## src/rtl/mem_arbiter_if.sv

```systemverilog
// Bus bundle between the CPU requesters, the RAM port and the arbiter.
// slave is the arbiter's view. master is the view of whoever drives the
// requesters and the RAM.
interface mem_arbiter_if;
  logic        halt;
  logic        iREN;
  logic [31:0] iaddr;
  logic        ihit;
  logic [31:0] iload;
  logic        dREN;
  logic        dWEN;
  logic [31:0] daddr;
  logic [31:0] dstore;
  logic        dhit;
  logic [31:0] dload;
  logic        ramREN;
  logic        ramWEN;
  logic [31:0] ramaddr;
  logic [31:0] ramstore;
  logic [31:0] ramload;
  logic [1:0]  ramstate;
  logic        err_timeout;
  logic        err_ram;
  logic        err_proto;

  modport slave (
    input  halt, iREN, iaddr, dREN, dWEN, daddr, dstore, ramload, ramstate,
    output ihit, iload, dhit, dload, ramREN, ramWEN, ramaddr, ramstore,
           err_timeout, err_ram, err_proto
  );

  modport master (
    output halt, iREN, iaddr, dREN, dWEN, daddr, dstore, ramload, ramstate,
    input  ihit, iload, dhit, dload, ramREN, ramWEN, ramaddr, ramstore,
           err_timeout, err_ram, err_proto
  );
endinterface

```

## src/rtl/mem_arbiter.sv

```systemverilog
// Single-port RAM arbiter. The data requester always wins over instruction
// fetch, and only one access is in flight at a time. A wait-state watchdog
// aborts any access that the RAM never acknowledges.
module mem_arbiter #(
  parameter int unsigned MAX_WAIT = 16  // legal range 2..255
) (
  input logic           CLK,
  input logic           nRST,
  mem_arbiter_if.slave  bus
);

  typedef enum logic [1:0] {IDLE, IACC, DACC} state_e;

  localparam logic [1:0]  RAM_ACCESS = 2'd2;
  localparam logic [1:0]  RAM_ERROR  = 2'd3;
  localparam logic [31:0] ABORT_WORD = 32'hBAD1_BAD1;
  // The count reaches MAX_WAIT in the cycle where wait_q holds MAX_WAIT-1.
  localparam logic [7:0]  WAIT_LAST  = 8'(MAX_WAIT - 1);

  state_e      state_q, state_d;
  logic [7:0]  wait_q, wait_d;
  logic [31:0] addr_q, addr_d;
  logic [31:0] data_q, data_d;
  logic        wen_q, wen_d;
  logic [31:0] iload_q, iload_d;
  logic [31:0] dload_q, dload_d;
  logic        err_timeout_q, err_timeout_d;
  logic        err_ram_q, err_ram_d;
  logic        err_proto_q, err_proto_d;

  logic busy, ram_ok, ram_err, timeout, done, grant_d, grant_i;
  logic [31:0] load_word;

  // Decode the RAM response and the grant conditions for this cycle.
  always_comb begin
    busy      = (state_q != IDLE);
    ram_ok    = busy && (bus.ramstate == RAM_ACCESS);
    ram_err   = busy && (bus.ramstate == RAM_ERROR);
    timeout   = busy && !ram_ok && !ram_err && (wait_q == WAIT_LAST);
    done      = ram_ok || ram_err || timeout;
    grant_d   = (state_q == IDLE) && (bus.dREN || bus.dWEN);
    grant_i   = (state_q == IDLE) && !grant_d && bus.iREN && !bus.halt;
    load_word = ram_ok ? bus.ramload : ABORT_WORD;
  end

  // State register.
  // NOTE: sequential state uses non-blocking (<=) so every flop samples
  // pre-edge values; blocking here would create order-dependent races.
  always_ff @(posedge CLK or negedge nRST) begin
    if (!nRST) state_q <= IDLE;
    else       state_q <= state_d;
  end

  // Next-state: data before instruction; always return to IDLE after an
  // access so a still-high request sees one bubble before regrant.
  always_comb begin
    // NOTE: default-assign first so no path leaves state_d unassigned,
    // which would otherwise infer a latch.
    state_d = state_q;
    unique case (state_q)
      IDLE:       if (grant_d)      state_d = DACC;
                  else if (grant_i) state_d = IACC;
      IACC, DACC: if (done)         state_d = IDLE;
      default:                      state_d = IDLE;
    endcase
  end

  // Outputs: RAM strobes from the latched request, hits on completion.
  always_comb begin
    bus.ihit        = (state_q == IACC) && done;
    bus.dhit        = (state_q == DACC) && done;
    bus.ramREN      = (state_q == IACC) || ((state_q == DACC) && !wen_q);
    bus.ramWEN      = (state_q == DACC) && wen_q;
    bus.ramaddr     = busy ? addr_q : 32'h0;
    bus.ramstore    = (state_q == DACC) ? data_q : 32'h0;
    bus.iload       = iload_q;
    bus.dload       = dload_q;
    bus.err_timeout = err_timeout_q;
    bus.err_ram     = err_ram_q;
    bus.err_proto   = err_proto_q;
  end

  // Datapath next values: request latch, watchdog, load capture, sticky flags.
  always_comb begin
    addr_d        = addr_q;
    data_d        = data_q;
    wen_d         = wen_q;
    wait_d        = wait_q;
    iload_d       = iload_q;
    dload_d       = dload_q;
    err_timeout_d = err_timeout_q | timeout;
    err_ram_d     = err_ram_q | ram_err;
    err_proto_d   = err_proto_q;
    if (grant_d) begin
      addr_d      = bus.daddr;
      data_d      = bus.dstore;
      wen_d       = bus.dWEN;   // both strobes high resolves to a write
      wait_d      = 8'd0;
      err_proto_d = err_proto_q | (bus.dREN & bus.dWEN);
    end else if (grant_i) begin
      addr_d = bus.iaddr;
      data_d = 32'h0;
      wen_d  = 1'b0;
      wait_d = 8'd0;
    end else if (busy && !done) begin
      wait_d = wait_q + 8'd1;
    end
    if (bus.ihit)           iload_d = load_word;
    if (bus.dhit && !wen_q) dload_d = load_word;
  end

  // Datapath registers.
  // NOTE: every register here is reset, including the load holding
  // registers, so outputs are defined from the first cycle after reset.
  always_ff @(posedge CLK or negedge nRST) begin
    if (!nRST) begin
      addr_q        <= 32'h0;
      data_q        <= 32'h0;
      wen_q         <= 1'b0;
      wait_q        <= 8'd0;
      iload_q       <= 32'h0;
      dload_q       <= 32'h0;
      err_timeout_q <= 1'b0;
      err_ram_q     <= 1'b0;
      err_proto_q   <= 1'b0;
    end else begin
      addr_q        <= addr_d;
      data_q        <= data_d;
      wen_q         <= wen_d;
      wait_q        <= wait_d;
      iload_q       <= iload_d;
      dload_q       <= dload_d;
      err_timeout_q <= err_timeout_d;
      err_ram_q     <= err_ram_d;
      err_proto_q   <= err_proto_d;
    end
  end

endmodule

```

## src/flat_wrapper.sv

```systemverilog
// flat-port wrapper written by rule: the top's interface ports become plain ports
module mem_arbiter_flat 
#(
  parameter int unsigned MAX_WAIT = 16                       
)
  (CLK, nRST, bus_halt, bus_iREN, bus_iaddr, bus_dREN, bus_dWEN, bus_daddr, bus_dstore, bus_ramload, bus_ramstate, bus_ihit, bus_iload, bus_dhit, bus_dload, bus_ramREN, bus_ramWEN, bus_ramaddr, bus_ramstore, bus_err_timeout, bus_err_ram, bus_err_proto);
  mem_arbiter_if bus_i ();
  input logic CLK;
  input logic nRST;
  input wire logic [$bits(bus_i.halt)-1:0] bus_halt;
  input wire logic [$bits(bus_i.iREN)-1:0] bus_iREN;
  input wire logic [$bits(bus_i.iaddr)-1:0] bus_iaddr;
  input wire logic [$bits(bus_i.dREN)-1:0] bus_dREN;
  input wire logic [$bits(bus_i.dWEN)-1:0] bus_dWEN;
  input wire logic [$bits(bus_i.daddr)-1:0] bus_daddr;
  input wire logic [$bits(bus_i.dstore)-1:0] bus_dstore;
  input wire logic [$bits(bus_i.ramload)-1:0] bus_ramload;
  input wire logic [$bits(bus_i.ramstate)-1:0] bus_ramstate;
  output wire logic [$bits(bus_i.ihit)-1:0] bus_ihit;
  output wire logic [$bits(bus_i.iload)-1:0] bus_iload;
  output wire logic [$bits(bus_i.dhit)-1:0] bus_dhit;
  output wire logic [$bits(bus_i.dload)-1:0] bus_dload;
  output wire logic [$bits(bus_i.ramREN)-1:0] bus_ramREN;
  output wire logic [$bits(bus_i.ramWEN)-1:0] bus_ramWEN;
  output wire logic [$bits(bus_i.ramaddr)-1:0] bus_ramaddr;
  output wire logic [$bits(bus_i.ramstore)-1:0] bus_ramstore;
  output wire logic [$bits(bus_i.err_timeout)-1:0] bus_err_timeout;
  output wire logic [$bits(bus_i.err_ram)-1:0] bus_err_ram;
  output wire logic [$bits(bus_i.err_proto)-1:0] bus_err_proto;
  assign bus_i.halt = bus_halt;
  assign bus_i.iREN = bus_iREN;
  assign bus_i.iaddr = bus_iaddr;
  assign bus_i.dREN = bus_dREN;
  assign bus_i.dWEN = bus_dWEN;
  assign bus_i.daddr = bus_daddr;
  assign bus_i.dstore = bus_dstore;
  assign bus_i.ramload = bus_ramload;
  assign bus_i.ramstate = bus_ramstate;
  assign bus_ihit = bus_i.ihit;
  assign bus_iload = bus_i.iload;
  assign bus_dhit = bus_i.dhit;
  assign bus_dload = bus_i.dload;
  assign bus_ramREN = bus_i.ramREN;
  assign bus_ramWEN = bus_i.ramWEN;
  assign bus_ramaddr = bus_i.ramaddr;
  assign bus_ramstore = bus_i.ramstore;
  assign bus_err_timeout = bus_i.err_timeout;
  assign bus_err_ram = bus_i.err_ram;
  assign bus_err_proto = bus_i.err_proto;
  mem_arbiter #(.MAX_WAIT(MAX_WAIT)) u_core (.CLK(CLK), .nRST(nRST), .bus(bus_i));
endmodule
```

## config.mk

```make
export PLATFORM = sky130hd
export DESIGN_NAME = mem_arbiter_flat
export DESIGN_NICKNAME = d
export VERILOG_FILES = /design/src/rtl/mem_arbiter_if.sv /design/src/rtl/mem_arbiter.sv /design/src/flat_wrapper.sv
export SDC_FILE = /design/constraint.sdc
export NUM_CORES = 1
export LEC_CHECK = 0
export ABC_AREA = 1
export CAP_MARGIN = 20
export CORE_AREA = 2 2 123 125
export DETAILED_ROUTE_END_ITERATION = 10
export DIE_AREA = 0 0 125 127
export GPL_TIMING_DRIVEN = 0
export PLACE_DENSITY_LB_ADDON = 0.1
export RECOVER_POWER = 50
export SLEW_MARGIN = 10
export SYNTH_ARGS = -nofsm -noshare
export SYNTH_HDL_FRONTEND = slang
export SYNTH_SLANG_ARGS = --single-unit
```

## constraint.sdc

```tcl
create_clock -name CLK -period 4.3 [get_ports CLK]
set_clock_uncertainty 0.15 [all_clocks]
set_input_delay 0.43 -clock CLK [delete_from_list [all_inputs] [get_ports CLK]]
set_output_delay 0.43 -clock CLK [all_outputs]
set_load 0.01 [all_outputs]
```

==> results of run 1 <==
==> layout make-up <==
class / count / area [µm²]
Inverter: 95 / 358
Buffer: 48 / 263
Multi-Input combinational cell: 598 / 2550
Sequential cell: 142 / 3550
Tap cell: 184 / 230
Timing Repair Buffer: 272 / 2730
Clock inverter: 11 / 141
Clock buffer: 20 / 457
Fill cell: 1241 / 4140
==> worst min-delay path by stage <==
stage / startpoint / depth (start not counted) / slack, ns / to
5_1_grt: u_core.bus.err_ram$_DFF_PN0_ / 1 / 0.33 / u_core.bus.err_ram$_DFF_PN0_
3_5_place_dp: nRST / 1 / 0.20 / u_core.bus.iload[7]$_DFFE_PN0P_
3_3_place_gp: u_core.bus.dload[3]$_DFFE_PN0P_ / 2 / 0.30 / u_core.bus.dload[3]$_DFFE_PN0P_
4_1_cts: u_core.bus.err_ram$_DFF_PN0_ / 1 / 0.32 / u_core.bus.err_ram$_DFF_PN0_
2_1_floorplan: nRST / 0 / -0.02 / u_core.addr_q[0]$_DFFE_PN0P_
6_report: u_core.bus.err_ram$_DFF_PN0_ / 1 / 0.31 / u_core.bus.err_ram$_DFF_PN0_
==> synth_stat cells <==
master	count	area, µm²
xor2_1	3	26.3
nand2_4	2	22.5
dfrtp_1	142	3550
xnor2_1	1	8.76
or2_2	20	125
o21bai_1	1	7.51
inv_1	93	349
nor2_2	2	12.5
nand4_2	1	12.5
buf_6	5	56.3
clkbuf_1	11	41.3
nand3b_1	5	37.5
clkinv_2	1	5.00
nand2_1	384	1440
ha_1	4	50.1
nand3_1	50	250
buf_4	4	30.0
nor2_4	1	11.3
buf_2	28	140
inv_2	1	3.75
nand2_2	2	12.5
nor2_1	89	334
a31oi_1	32	200
a31o_2	1	8.76
==> power breakdown <==
part | switching [mW] | internal [mW] | total [mW] | leakage [nW]
sequential | 0.280 | 1.86 | 2.14 | 1.77
clock | 0.561 | 0.936 | 1.50 | 0.288
combinational | 1.59 | 1.37 | 2.96 | 3.41
==> registers in the layout, indices dropped and copies added, names as in the netlist <==
signal and flops:
u_core.addr_q 32, u_core.state_q 2, u_core.wen_q 1, u_core.bus.err_timeout 1, u_core.bus.err_proto 1, u_core.bus.dload 32, u_core.data_q 32, u_core.bus.err_ram 1
u_core.bus.iload 32, u_core.wait_q 8
==> critical path, stage by stage, from the launching register on <==
cell             delay, ns
dfrtp_1               0.37
inv_1                 0.07
ha_1                  0.19
clkbuf_1              0.24
nor2_1                0.20
nand4_1               0.21
nand2_4               0.18
nand2_4               0.09
clkinv_2              0.11
buf_6                 0.15
clkdlybuf4s50_1       0.54
==> cells by family after synthesis <==
family,after synthesis,synth area share (%)
AOI/OAI and AO/OA,34,3.21
xor gates and xnor gates,4,0.520
and+or+nand+nor,556,33.5
DFF,142,52.7
adders and majority gates,4,0.743
buffers and inverters,143,9.28
==> metal layers <==
metal	global-route usage, %	wire length (µm)
met1	30.3	8130
met5	0	0
met2	43.2	9670
met4	6.60	246
met3	9.17	1630
==> what timing repair did <==
action	4_1_cts	5_1_grt
resized for setup	0	0
hold buffers	1	0
hold endpoints to repair	48	0
==> through the flow <==
stage	total power [mW]	setup slack [ns]	utilization (%)	TNS [ns]	hold WS, ns
6_report	6.60	0.963	71.3	0	0.310
4_1_cts	6.74	1.12	71.5	0	0.320
3_3_place_gp	5.16	-3.18	67.1	-450.29	0.302
5_1_grt	7.07	0.667	71.3	0	0.327
2_1_floorplan	3.66	2.31	-	0	-0.0156
3_5_place_dp	5.22	1.42	67.3	0	0.203
==> flow_metrics.tcl, run 1 <==
set metrics [dict create \
    clkSinkCount 142 \
    dr.pass1.iters 4 \
    ant_nets 0 \
    synth_seq_cells 142 \
    crit_type "register to output port" \
    ctsHtreeMaxLevel 4 \
    synthesis.area_um2 6740 \
    yosysUniqueCellTypes 24 \
    final_cell_mix "384 x nand2_1, 206 x clkdlybuf4s50_1, 142 x dfrtp_1" \
    ir_worst_vdd_uv 330 \
    post_cts_buffers 0 \
    post_drt_wl_per_cell_um 14.4 \
    drv_slew 49 \
    placement.io_buffers 270 \
    fin_cells 1370 \
    worstSetupEndpoint "bus_ihit" \
    route.detailed.drc 0 \
    dp.cells 1338 \
    ff2ff_setup_slack_ns 1.95 \
    r2r-end "u_core.addr_q[28]$_DFFE_PN0P_" \
    fmax_mhz 300 \
    syn2layout_area_growth_pct 52.6 \
    dieArea_um2 15900 \
    mostFrequentLayoutCell "nand2_1" \
    crit_path_end_kind "output port" \
    start_util_pct 46.7 \
    n_antenna_cell 0 \
    synth_seq_area_share_pct 52.7 \
    grt_use_total_pct 25.2 \
    wl_um 19700 \
    grt_max_degree 95 \
    netlist_instances 883 \
    fin_crit_sh_pct 77.6 \
    ff2ff_path_depth 8 \
    fin_nets 1314 \
    insertion_delay_ns 0.42 \
    critPathLaunchType "register" \
    powerDensity_nw_per_um2 641 \
    cts_root_buf "clkbuf_16" \
    clockBufferDepth 2 \
    crit_fanout 10 \
    worst_pin_slew_ns 2.74 \
    vias 6483 \
    grt_pass1_wl_um 31700 \
    drive_gt1_share_pct 8.01 \
    clkSlewWorstSetupHoldPaths_ns 0.06 \
    io_pins 271 \
    placed_area_um2 9710 \
    core_area_um2 14400 \
    violations "capacitance limit, slew limit" \
    grt_pass1_vias 6355 \
    arrival_ns 2.76 \
    grt_setup_unrepaired "false" \
    leakage_nw 5.48 \
    cts_buffers 17 \
    grt_overflow 0 \
    startpoint "u_core.state_q[0]$_DFFE_PN0P_" \
    min_path_type "register to register" \
    design_area_um2 10300 \
    gp_congestion 0.818 \
    maxCapViolCount 1 \
    fp.dieH_um 127 \
    dp_hpwl_um 14700 \
    drtIter0Drc 277 \
    status "finished, violations left" \
    finalHoldViolations 0 \
    num_rows 44 \
    antenna_found_initial 0 \
    ys.warnings.count 0 \
    required_ns 3.72 \
    period_minus_slack_ns 3.34 \
    max_slew_margin_pct -82.5 \
    fp.dieW_um 125 \
    rr_startpoint "u_core.state_q[1]$_DFFE_PN0P_" \
    cts_tree "done" \
    avgSynthCellArea_um2 7.63 \
    setup_viol 0 \
    synth_fp_nets 1023 \
    vias_per_cell 4.73 \
]
Power figures use the tool's default switching activity.
==> run 2: changes to the inputs <==
--- a/config.mk
+++ b/config.mk
@@ -7,9 +7,9 @@
 export LEC_CHECK = 0
 export ABC_AREA = 1
 export CAP_MARGIN = 20
-export CORE_AREA = 2 2 123 125
+export CORE_AREA = 2 2 133 135
 export DETAILED_ROUTE_END_ITERATION = 10
-export DIE_AREA = 0 0 125 127
+export DIE_AREA = 0 0 135 137
 export GPL_TIMING_DRIVEN = 0
 export PLACE_DENSITY_LB_ADDON = 0.1
 export RECOVER_POWER = 50
==> constraint.sdc (replaced) <==
create_clock -name CLK -period 2.9 [get_ports CLK]
set_clock_uncertainty 0.15 [all_clocks]
set_input_delay 0.29 -clock CLK [delete_from_list [all_inputs] [get_ports CLK]]
set_output_delay 0.29 -clock CLK [all_outputs]
set_load 0.01 [all_outputs]
==> run 2 against run 1 <==
The run still ends with capacitance limit, slew limit left. Final cell count is 3.1% higher. Flip-flop and latch count stayed put. Total power is 50% higher. First-iteration DRC count is 29% lower. Design area is 1.0% higher. Utilization is 10 points lower. Die area is 17% higher. Critical endpoint unchanged. Highest routed layer unchanged.
==> flow_metrics.tcl, run 2 (synthesis gave the netlist of run 1 again) <==
set metrics [dict create \
    start_util_pct 39.5 \
    ctsHtreeMaxLevel 4 \
    post_drt_wl_per_cell_um 14.0 \
    status "finished, violations left" \
    violations "capacitance limit, slew limit" \
    rr_startpoint "u_core.state_q[0]$_DFFE_PN0P_" \
    fin_ws_ns 0.171 \
    leakage_nw 5.54 \
    period_minus_slack_ns 2.73 \
    fmax_mhz 366 \
    min_path_type "input pin to register" \
    vias_per_cell 4.52 \
    grt_use_total_pct 21.8 \
    grt_pass1_wl_um 31100 \
    core_area_um2 17100 \
    grt_use_met1_pct 26.6 \
    cts_root_buf "clkbuf_16" \
    drive_gt1_share_pct 8.92 \
    crit_fanout 10 \
    cts_tree "done" \
    drv_slew 62 \
    io_pins 271 \
    required_ns 2.46 \
    gp_congestion 0.821 \
    max_slew_margin_pct -4.32 \
    ant_nets 0 \
    fin_nets 1315 \
    crit_type "register to output port" \
    cts_buffers 17 \
    placed_area_um2 9760 \
    clockBufferDepth 2 \
    worstSetupEndpoint "bus_ihit" \
    powerDensity_nw_per_um2 953 \
    grt_overflow 0 \
    design_area_um2 10400 \
    insertion_delay_ns 0.42 \
    fp.dieW_um 135 \
    vias 6391 \
    r2r-end "u_core.wait_q[0]$_DFFE_PN0P_" \
    dp.cells 1379 \
    n_antenna_cell 0 \
    final_cell_mix "384 x nand2_1, 203 x clkdlybuf4s50_1, 142 x dfrtp_1" \
    arrival_ns 2.29 \
    ir_worst_vdd_uv 489 \
    clkSinkCount 142 \
    grt_util_met2_pct 35.5 \
    antenna_found_initial 0 \
    syn2layout_area_growth_pct 54.2 \
    critPathLaunchType "register" \
    dieArea_um2 18500 \
    crit_path_end_kind "output port" \
    clkSlewWorstSetupHoldPaths_ns 0.06 \
    grt-busiest-layer "met2" \
    dp_slack_ns 0.293 \
    grt_pass1_vias 6105 \
    setup_viol 0 \
    utilization_pct 60.9 \
    holdWs_ns 0.249 \
    finalHoldViolations 0 \
    worst_pin_slew_ns 1.56 \
    grt_util_met3_pct 8.63 \
    ff2ff_setup_slack_ns 0.72 \
    wl_um 19800 \
    placement.io_buffers 270 \
    startpoint "u_core.state_q[0]$_DFFE_PN0P_" \
    dp_hpwl_um 14800 \
    fin_cells 1413 \
    route.detailed.drc 0 \
    fin_crit_sh_pct 94.1 \
    grt_max_degree 83 \
    grt_setup_unrepaired "false" \
    mostFrequentLayoutCell "nand2_1" \
    drtIter0Drc 196 \
    ff2ff_path_depth 8 \
    maxCapViolCount 1 \
    fp.dieH_um 137 \
    dr.pass1.iters 4 \
    num_rows 48 \
]
run 2: cell count changes in the layout (fill, tap and decap cells not counted), moves of 2 or more:
cell and delta:
clkinvlp_4 -2, clkdlybuf4s50_1 -3, clkbuf_2 +4, inv_6 +2
nor2_1 -3, clkbuf_1 -5, buf_4 +2, clkinv_4 +2
nor2_2 +2
run 2: worst max-delay path, stage by stage, from the launching register on:
cell           delay [ns]
dfrtp_1              0.38
inv_1                0.07
ha_1                 0.19
buf_4                0.17
nor2_2               0.14
nand4_2              0.16
nand2_4              0.13
nand2_4              0.08
clkinv_2             0.12
buf_6                0.15
dlygate4sd2_1        0.27
run 2: worst min path at each step:
stage                                      endpoint                          start  depth (start not counted)  slack, ns
floorplan              u_core.addr_q[0]$_DFFE_PN0P_                           nRST                          0      -0.16
global placement      u_core.data_q[26]$_DFFE_PN0P_  u_core.data_q[26]$_DFFE_PN0P_                          2       0.30
detailed placement  u_core.bus.iload[3]$_DFFE_PN0P_                           nRST                          1       0.11
CTS                    u_core.data_q[8]$_DFFE_PN0P_                  bus_dstore[8]                          3       0.23
global route           u_core.data_q[0]$_DFFE_PN0P_                  bus_dstore[0]                          3       0.25
finish                 u_core.data_q[8]$_DFFE_PN0P_                  bus_dstore[8]                          3       0.25
run 2: timing repair:
item                       CTS  global route
setup buffers                1             0
setup endpoints to repair    7            11
hold buffers                 1             0
gates resized for setup      5             4
pin swaps                    1             0
hold endpoints to repair    60             0
run 2: layer usage:
metal	vias to the layer above	part of all wire, %	wire length [µm]
met5	-	0	0
met4	0	1.8	354
met3	25	9.0	1780
met2	206	46	9200
met1	2899	43	8500
li1	3261	-	-
run 2: stage by stage:
step,power (mW),TNS [ns]
after global routing,10.6,0
after floorplan,5.42,0
after global placement,7.69,-646.08
final,9.90,0
after detailed placement,7.74,0
after CTS,10.1,0
run 2: where the power goes:
group | leakage [nW] | switching, mW | internal (mW)
combinational | 3.46 | 2.35 | 2.05
sequential | 1.77 | 0.407 | 2.76
clock | 0.308 | 0.872 | 1.47
total | 5.54 | 3.62 | 6.28
run 2: area by class of cell:
| type | count | area [µm²] |
|---|---|---|
| Clock inverter | 13 | 186 |
| Inverter | 95 | 358 |
| Multi-Input combinational cell | 598 | 2570 |
| Sequential cell | 142 | 3550 |
| Fill cell | 1610 | 6670 |
| Tap cell | 225 | 282 |
| Clock buffer | 19 | 443 |
| Buffer | 48 | 270 |
| Timing Repair Buffer | 273 | 2730 |
==> run 3: changes to the inputs <==
--- a/config.mk
+++ b/config.mk
@@ -7,9 +7,10 @@
 export LEC_CHECK = 0
 export ABC_AREA = 1
 export CAP_MARGIN = 20
-export CORE_AREA = 2 2 133 135
+export CORE_AREA = 2 2 112 114
 export DETAILED_ROUTE_END_ITERATION = 10
-export DIE_AREA = 0 0 135 137
+export DIE_AREA = 0 0 114 116
+export DONT_BUFFER_PORTS = 1
 export GPL_TIMING_DRIVEN = 0
 export PLACE_DENSITY_LB_ADDON = 0.1
 export RECOVER_POWER = 50
==> run 3 against run 2 <==
The run ends with hold timing left. Die area decreased by 28%. Highest routed layer unchanged. Flip-flop and latch count unchanged. Maximum frequency increased by 0.34%. Critical path type is now register to register. Clock-buffer cell count increased by 2. Sequential power increased by 8.8%. Utilization increased by 14 points. Critical path depth unchanged. Non-clock buffer count decreased by 139. First-iteration DRC count increased to 2.6 times the previous value.
==> flow_metrics.tcl, run 3 (synthesis gave the netlist of run 1 again) <==
set metrics [dict create \
    status "finished, violations left" \
    violations "hold timing" \
    num_rows 40 \
    path_delay_family "buffers and inverters" \
    cts_buffers 17 \
    max_slew_margin_pct 54.8 \
    insertion_delay_ns 0.42 \
    start_util_pct 56.6 \
    post_cts_buffers 0 \
    mostFrequentLayoutCell "nand2_1" \
    grt_use_total_pct 30.7 \
    worst_path_largest_cell_delay_ns 0.58 \
    placement.io_buffers 0 \
    maxCapViolCount 0 \
    n_antenna_cell 0 \
    clkSinkCount 142 \
    io_pins 271 \
    post_drt_wl_per_cell_um 17.0 \
    route.detailed.drc 0 \
    ir_worst_vdd_uv 650 \
    period_minus_slack_ns 2.72 \
    dieArea_um2 13200 \
    path_cells "inv_1 -> ha_1 -> buf_4 -> nand2_1 -> inv_1 -> buf_4 -> clkbuf_4 -> nand2_1 -> a31oi_1 -> dlygate4sd3_1" \
    required_ns 3.11 \
    clockBufferDepth 2 \
    grt_setup_unrepaired "false" \
    rr_startpoint "u_core.state_q[0]$_DFFE_PN0P_" \
    crit_fanout 10 \
    ant_nets 0 \
    grt_pass1_wl_um 31700 \
    holdWs_ns -0.581 \
    startpoint "u_core.state_q[0]$_DFFE_PN0P_" \
    min_path_type "input pin to asynchronous set/reset pin" \
    vias_per_cell 5.35 \
    fmax_mhz 368 \
    cp_slowest_cell "dlygate4sd3_1" \
    grt_max_degree 143 \
    crit_path_end_kind "register" \
    drv_slew 0 \
    gp_congestion 0.852 \
    fin_nets 1176 \
    cp_num_buf_inv 6 \
    critPathLaunchType "register" \
    finalHoldViolations 142 \
    fin_crit_sh_pct 93.8 \
    drive_gt1_share_pct 9.53 \
    cts-hold-fix-buffers 134 \
    grt_pass1_vias 6433 \
    antenna_found_initial 0 \
    fp.dieW_um 114 \
    grt_overflow 0 \
    clkSlewWorstSetupHoldPaths_ns 0.06 \
    total_power_mw 9.15 \
    dr.pass1.iters 7 \
    powerDensity_nw_per_um2 1030 \
    ff2ff_path_depth 10 \
    dp_hpwl_um 12400 \
    setup_tns_ns 0 \
    fp.dieH_um 116 \
    ff2ff_setup_slack_ns 0.18 \
    crit_cells 10 \
    r2r-end "u_core.addr_q[16]$_DFFE_PN0P_" \
    cts_root_buf "clkbuf_16" \
    setup_viol 0 \
    utilization_pct 74.7 \
    syn2layout_area_growth_pct 32.1 \
    worstSetupEndpoint "u_core.addr_q[16]$_DFFE_PN0P_" \
    crit_type "register to register" \
    core_area_um2 11900 \
    vias 6401 \
    ctsHtreeMaxLevel 4 \
    cts_tree "done" \
    leakage_nw 4.88 \
    arrival_ns 2.93 \
    final_cell_mix "384 x nand2_1, 142 x dfrtp_1, 134 x dlygate4sd3_1" \
    wl_um 20300 \
    worst_pin_slew_ns 0.675 \
    drtIter0Drc 516 \
]
-- run 3: cell types whose count changed in the layout (fill, tap and decap cells not counted), moves of 2 or more --
cell / before / now
clkbuf_8: 1 / 3
clkbuf_2: 4 / 1
clkinv_4: 3 / 0
inv_6: 2 / 0
clkdlybuf4s50_1: 203 / 0
clkinvlp_4: 1 / 3
dlygate4sd3_1: 65 / 134
nor2_1: 87 / 89
-- run 3: worst register-to-register path, stage by stage (launching register included) --
cell and delay [ns]:
dfrtp_1 0.40, inv_1 0.10, ha_1 0.15, buf_4 0.18, nand2_1 0.19, inv_1 0.11
buf_4 0.20, clkbuf_4 0.23, nand2_1 0.10, a31oi_1 0.25, dlygate4sd3_1 0.58
-- run 3: area by class of cell --
cell class                      instances  area [µm²]
Multi-Input combinational cell        598        2560
Clock buffer                           21         470
Tap cell                              147         184
Timing Repair Buffer                  134        1340
Clock inverter                         11         163
Inverter                               95         358
Fill cell                             831        3010
Buffer                                 48         272
Sequential cell                       142        3550
-- run 3: worst min path at each step --
stage	from	endpoint	slack [ns]	depth (start not counted)
CTS	nRST	u_core.bus.dload[9]$_DFFE_PN0P_	-0.60	0
detailed placement	nRST	u_core.bus.dload[9]$_DFFE_PN0P_	-0.15	0
finish	nRST	u_core.bus.iload[3]$_DFFE_PN0P_	-0.58	0
global route	nRST	u_core.bus.dload[9]$_DFFE_PN0P_	-0.60	0
floorplan	nRST	u_core.addr_q[0]$_DFFE_PN0P_	-0.16	0
global placement	nRST	u_core.bus.dload[4]$_DFFE_PN0P_	-0.15	0
-- run 3: where the power goes --
part / switching (mW) / internal, mW / total (mW)
combinational: 2.09 / 1.29 / 3.38
clock: 0.818 / 1.50 / 2.32
sequential: 0.683 / 2.77 / 3.45
total: 3.59 / 5.56 / 9.15
-- run 3: repair_timing --
item / in CTS / in global routing
endpoints found under the setup margin: 0 / 5
hold endpoints to repair: 274 / 142
gates resized for setup: 0 / 3
-- run 3: metrics by stage --
step / std cells / hold slack [ns] / worst slack, ns / area (µm²)
after detailed placement: 1030 / -0.153 / 0.745 / 6920
after global placement: 1030 / -0.153 / 0.799 / 6920
after CTS: 1196 / -0.595 / 0.243 / 8900
after global routing: 1196 / -0.603 / 0.0126 / 8900
after floorplan: 883 / -0.156 / 1.05 / 6740
final: 1196 / -0.581 / 0.180 / 8900
-- run 3: layer usage --
layer	GRT usage, %	share of wire (%)	vias to the layer above
met5	0	0	-
met4	15.0	3.6	0
met3	8.63	9.2	68
met2	55.4	51	387
met1	33.3	36	2970
li1	-	-	2976
